$ cat src/rtl/seq_pkg.sv
// Shared types and constants for the pattern generator slice.
package seq_pkg;

    typedef enum logic [2:0] {
        StIdle,
        StGen,
        StShow,
        StHide,
        StWaitRes
    } state_e;

    localparam logic [7:0] LFSR_MASK = 8'hB8;
    localparam logic [7:0] SCORE_MAX = 8'd255;

endpackage

$ cat src/rtl/lfsr8.sv
// Free-running 8-bit Galois LFSR, right-shifting, taps x^8+x^6+x^5+x^4+1.
module lfsr8
    import seq_pkg::*;
#(
    parameter logic [7:0] SEED = 8'hA5
) (
    input  logic       CLK,
    input  logic       RST,
    output logic [7:0] Q
);

    logic [7:0] lfsr_q;

    always_ff @(posedge CLK) begin
        if (RST) begin
            lfsr_q <= SEED;
        end else if (lfsr_q[0]) begin
            lfsr_q <= (lfsr_q >> 1) ^ LFSR_MASK;
        end else begin
            lfsr_q <= lfsr_q >> 1;
        end
    end

    assign Q = lfsr_q;

endmodule

$ cat src/rtl/seq_pattern_gen.sv
// Challenge generator: shows an LFSR target for a level-scaled window, then
// scores the round from the checker's Z pulse within a bounded wait.
module seq_pattern_gen
    import seq_pkg::*;
#(
    parameter logic [7:0]  SEED        = 8'hA5,
    parameter int unsigned TMR_W       = 28,
    parameter int unsigned SHOW_CYCLES = 100_000_000,
    parameter int unsigned RESULT_WAIT = 16,
    parameter int unsigned MAX_LEVEL   = 7
) (
    input  logic       CLK,
    input  logic       RST,
    input  logic       START,
    input  logic       SUBMIT,
    input  logic       Z,
    output logic [7:0] LEDS,
    output logic [7:0] LED_SHOW,
    output logic [7:0] SCORE,
    output logic [2:0] LEVEL,
    output logic       WIN,
    output logic       LOSE,
    output logic       BUSY
);

    localparam logic [2:0]       LevelMax = 3'(MAX_LEVEL);
    localparam logic [TMR_W-1:0] WaitLoad = TMR_W'(RESULT_WAIT - 1);

    // Timer reload for the show window; never shorter than one cycle.
    function automatic logic [TMR_W-1:0] show_load(input logic [2:0] lvl);
        int unsigned len;
        len = SHOW_CYCLES >> lvl;
        if (len == 0) begin
            len = 1;
        end
        return TMR_W'(len - 1);
    endfunction

    state_e           state_q;
    logic [7:0]       leds_q;
    logic [7:0]       score_q;
    logic [2:0]       level_q;
    logic             win_q;
    logic             lose_q;
    logic [TMR_W-1:0] timer_q;
    logic [7:0]       lfsr;

    lfsr8 #(
        .SEED(SEED)
    ) u_lfsr (
        .CLK(CLK),
        .RST(RST),
        .Q  (lfsr)
    );

    always_ff @(posedge CLK) begin
        if (RST) begin
            state_q <= StIdle;
            leds_q  <= '0;
            score_q <= '0;
            level_q <= '0;
            win_q   <= 1'b0;
            lose_q  <= 1'b0;
            timer_q <= '0;
        end else begin
            win_q  <= 1'b0;
            lose_q <= 1'b0;
            unique case (state_q)
                StIdle: begin
                    if (START) begin
                        score_q <= '0;
                        level_q <= '0;
                        state_q <= StGen;
                    end
                end
                StGen: begin
                    leds_q  <= lfsr;
                    timer_q <= show_load(level_q);
                    state_q <= StShow;
                end
                StShow: begin
                    if (SUBMIT) begin
                        lose_q  <= 1'b1;
                        state_q <= StIdle;
                    end else if (timer_q == '0) begin
                        state_q <= StHide;
                    end else begin
                        timer_q <= timer_q - TMR_W'(1);
                    end
                end
                StHide: begin
                    if (SUBMIT) begin
                        timer_q <= WaitLoad;
                        state_q <= StWaitRes;
                    end
                end
                StWaitRes: begin
                    // A match on the final wait cycle still counts as a win.
                    if (Z) begin
                        win_q <= 1'b1;
                        if (score_q != SCORE_MAX) begin
                            score_q <= score_q + 8'd1;
                        end
                        if (level_q != LevelMax) begin
                            level_q <= level_q + 3'd1;
                        end
                        state_q <= StGen;
                    end else if (timer_q == '0) begin
                        lose_q  <= 1'b1;
                        state_q <= StIdle;
                    end else begin
                        timer_q <= timer_q - TMR_W'(1);
                    end
                end
                default: state_q <= StIdle;
            endcase
        end
    end

    assign LEDS     = leds_q;
    assign SCORE    = score_q;
    assign LEVEL    = level_q;
    assign WIN      = win_q;
    assign LOSE     = lose_q;
    assign BUSY     = (state_q != StIdle);
    assign LED_SHOW = (state_q == StShow) ? leds_q : 8'h00;

endmodule

$ cat config.mk
export PLATFORM = sky130hd
export DESIGN_NAME = seq_pattern_gen
export DESIGN_NICKNAME = d
export VERILOG_FILES = /design/src/rtl/seq_pkg.sv /design/src/rtl/lfsr8.sv /design/src/rtl/seq_pattern_gen.sv
export SDC_FILE = /design/constraint.sdc
export NUM_CORES = 1
export LEC_CHECK = 0
export ABC_AREA = 1
export CAP_MARGIN = 20
export CORE_UTILIZATION = 50
export CTS_BUF_LIST = sky130_fd_sc_hd__clkbuf_4
export CTS_CLUSTER_SIZE = 28
export DETAILED_ROUTE_END_ITERATION = 6
export GPL_TIMING_DRIVEN = 0
export PLACE_DENSITY = 0.69
export SLEW_MARGIN = 10
export SYNTH_ARGS = -nofsm -noshare
export SYNTH_HDL_FRONTEND = slang
export SYNTH_SLANG_ARGS = --single-unit
$ cat constraint.sdc
create_clock -name CLK -period 2.8 [get_ports CLK]
set_input_delay 0.56 -clock CLK [delete_from_list [all_inputs] [get_ports CLK]]
set_output_delay 0.56 -clock CLK [all_outputs]
set_load 0.01 [all_outputs]
==> results of run 1 <==
==> state kept, by name, indices dropped and copies added, names as in the netlist <==
| register | count |
|---|---|
| timer_q | 28 |
| LEDS | 8 |
| SCORE | 8 |
| u_lfsr.Q | 8 |
| LEVEL | 3 |
| state_q | 3 |
| LOSE | 1 |
| WIN | 1 |
==> logic make-up after synthesis <==
kind of cell | count (synthesis)
compound gates | 96
xor+xnor | 8
fa+ha+maj | 12
buf+inv | 96
flops | 60
simple gates | 375
==> cell usage after synthesis (all sizes together) (4+ instances only) <==
master    n
inv      74
nand2   185
nor2    100
or2       4
nand4    15
nand3    59
a21oi    51
ha       12
clkbuf    7
buf      14
a211oi    6
o21ai    32
dfxtp    60
nor3      8
xor2      5
==> through the flow <==
stage                     std cells  util, %
after floorplan                 647        -
after global placement          782    58.10
after detailed placement        782    58.10
after CTS                       798    59.63
after global routing            798    59.76
final                           798    59.76
==> metal layers <==
metal	vias to the layer above	routed length [um]	track usage, %
li1	2170	-	-
met5	-	0	0
met4	0	458	13.54
met3	36	770	4.063
met1	1992	5532	39.03
met2	160	5457	49.50
==> area by class of cell <==
cell class              instances  area, um2
clock buffers                   9      67.56
well taps                     102      127.6
fillers                       814       3126
repair buffers                 33      330.3
multi-input cells             491       2455
inverters                      75      281.5
plain buffers                  21      125.1
flip-flops and latches         60       1204
clock inverters                 7      51.30
==> worst max-delay path: cells and delay by family (launching register included) <==
family	cells	cell delay (ps)
simple gates	3	370
flops	1	370
buf+inv	3	940
==> worst paths after layout <==
kind                               endpoint         from  slack, ps
worst min register to register  u_lfsr.Q[6]  u_lfsr.Q[7]        450
worst max register to register  timer_q[14]     LEVEL[0]        250
worst max-delay path            LED_SHOW[3]   state_q[0]        140
worst min-delay path            u_lfsr.Q[6]  u_lfsr.Q[7]        450
==> run summary, run 1 <==
The run finished with clean final reports. CTS built an H-tree with a depth of 3. Of all nets on the critical path, the largest fanout is 10. The antenna diode count came out at 0. The clock period minus worst slack works out to 2655 ps. In the post-route analysis, the smallest setup slack over all paths is 144.5 ps.

The post-synthesis to final-layout area growth works out to 14.47%. The run gives 214.4 ps as the placement-stage worst setup slack. The logs give 12.22 mm for the total wirelength of the detailed-routed design and 29.62% for the share of the yosys chip area belonging to registers.

The worst hold path passes through 2 cells. The total overflow left after global routing is 0. In the routed layout, each cell is associated on average with a via count of 5.461. The logs give 664 for the synthesized net count and 0 for the hold-fix buffer count after cts. The initialized floorplan defines 32 standard-cell rows. The flip-flop and latch count after synthesis was 60; the fraction of synthesized cell area taken by the top area cell type was 29.62%. 35 I/O pins were placed. The worst setup path is captured at a primary output.

The run gives 0.3766 GHz as the maximum clock frequency. The synthesized design contains 0 enable-type register cells. The dominant combinational cell family by area after synthesis is simple AND/OR/NAND/NOR gates. Maximum clock path buffer count: 2. On the critical path, the stage with the largest delay is an instance of sky130_fd_sc_hd__clkdlybuf4s50_1.

The number of standard cells after synthesis is 647, and the final number of hold-violating endpoints is 0. Of the total synthesized cell area, the portion taken by XOR and XNOR cells is 1.728%. Setup total negative slack: 0 ps.

The fraction of synthesized area in multiplexers was 0%. Once detail routing completed, the nets flagged for antenna violations numbered 0. The top cell types in the final layout, fill and taps aside, are sky130_fd_sc_hd__nand2_1 (169), sky130_fd_sc_hd__nor2_1 (79), sky130_fd_sc_hd__inv_1 (69). The most used flip-flop cell after synthesis is sky130_fd_sc_hd__dfxtp_1. During placement, the flow inserted port buffers numbering 33. The post-synthesis share of cell area spent on full adders, half adders and majority gates works out to 3.703%. Global routing consumed, over all layers together, 30.10% of the routing resources. The run gives 0 as the number of buffers inserted by post-CTS setup repair. The tools report the initial antenna violation count as 0.

The min-delay analysis places its worst path in the category reg -> reg. Once the clock tree was built, the resizer swapped 0 gates to a different size. Maximum single-stage delay on the critical path: 540 ps. The core region is 0.007767 mm2.

In the post-synthesis netlist, the biggest area contributors are sky130_fd_sc_hd__dfxtp_1 (30%), sky130_fd_sc_hd__nand2_1 (16%), sky130_fd_sc_hd__nor2_1 (7.4%), sky130_fd_sc_hd__nand3_1 (7.0%), sky130_fd_sc_hd__inv_1 (6.4%). The worst setup path is of the reg -> out kind. The signal on the critical path passes through nor2_4 -> nand2_4 -> buf_4 -> buf_2 -> nor2_1 -> clkdlybuf4s50_1. Total DRC errors in the routed layout: 0. The leading area contributor after synthesis was sky130_fd_sc_hd__dfxtp_1. The run gives 0.004513 mm2 as the instance area at placement. The pin count of the biggest net entering global routing is 13, and the area of the die is 0.008474 mm2. Once the floorplan was initialized, standard cells occupied 52.21% of the core.

Setup violations remaining at the end of the flow were counted as 0. Across the routed clock network, the largest skew measured is 26.23 ps. TritonCTS created 9 clock buffers.

The slew at the pin with the worst max-slew slack was 645.8 ps; the horizontal die dimension was 92.06 um. The tools report the global-route wire length before repair as 19.64 mm. The tools report the clock net sink count as 60. The yosys synthesis warning count was 0; the minimum hold slack was 453.1 ps. The clock edge transition at the registers on the reported setup and hold paths works out to 130 ps. The fraction of registers with async set/reset came out at 0%. The synthesized netlist devotes 12.90% of its cell area to compound gates.

In the final routed layout, each cell accounts on average for 15.31 um. The total vias in the final route came out at 4,358. The worst setup path is launched from a register. The cell count of the worst reg-to-reg path was 12. The number of maximum-capacitance violations was 0. The clock tree root buffer cell is sky130_fd_sc_hd__clkbuf_4. STA puts the critical path data required time at 2240 ps. The library cell used most frequently in the layout, excluding fill and tap cells, is sky130_fd_sc_hd__nand2_1. The netlist uses 38 different library cells.

The net count of the finished layout is 708. Summing every instance area after synthesis gives 0.004055 mm2. The average footprint of a synthesized cell was 6.268 um2. The logs give 5 for the number of iterations in the first detailed-routing pass and 4,054 for the via count of the first global-routing pass.

TritonCTS built the clock tree. The finished cells cover 0.004642 mm2. Setup repair after global routing left no endpoint under its margin.

The congestion estimate from routability-driven global placement came to 0.9399. After Yosys synthesis, and, or, nand and nor cells account for 42.02% of the synthesized area. The die span in y was 92.06 um; the clock network latency to the later pin of the worst-skew pair was 440 ps. The wire-length estimate of the detail-placed layout is 9.253 mm. Count of pins over their slew limit: 0. The fraction of layout instances using a drive strength above 1 works out to 12.07%. The detailed router finished its first iteration with 392 violations. At the worst endpoint, the arrival time is 2100 ps. The final worst-path cycle share was 94.84%; the relative slew slack was 56.95%.
Power of run 1 is left out: the tool's default activity adds up to more than one toggle a clock period on the data nets, which glitch-free logic cannot reach.
==> run 2, diff against run 1 <==
--- a/config.mk
+++ b/config.mk
@@ -6,7 +6,6 @@
 export NUM_CORES = 1
 export LEC_CHECK = 0
 export ABC_AREA = 1
-export CAP_MARGIN = 20
 export CORE_UTILIZATION = 50
 export CTS_BUF_LIST = sky130_fd_sc_hd__clkbuf_4
 export CTS_CLUSTER_SIZE = 28
==> results of run 2 <==
No change in the layout: final DEF, timing and power equal those of run 1.
Power of run 2 is left out for the same reason.
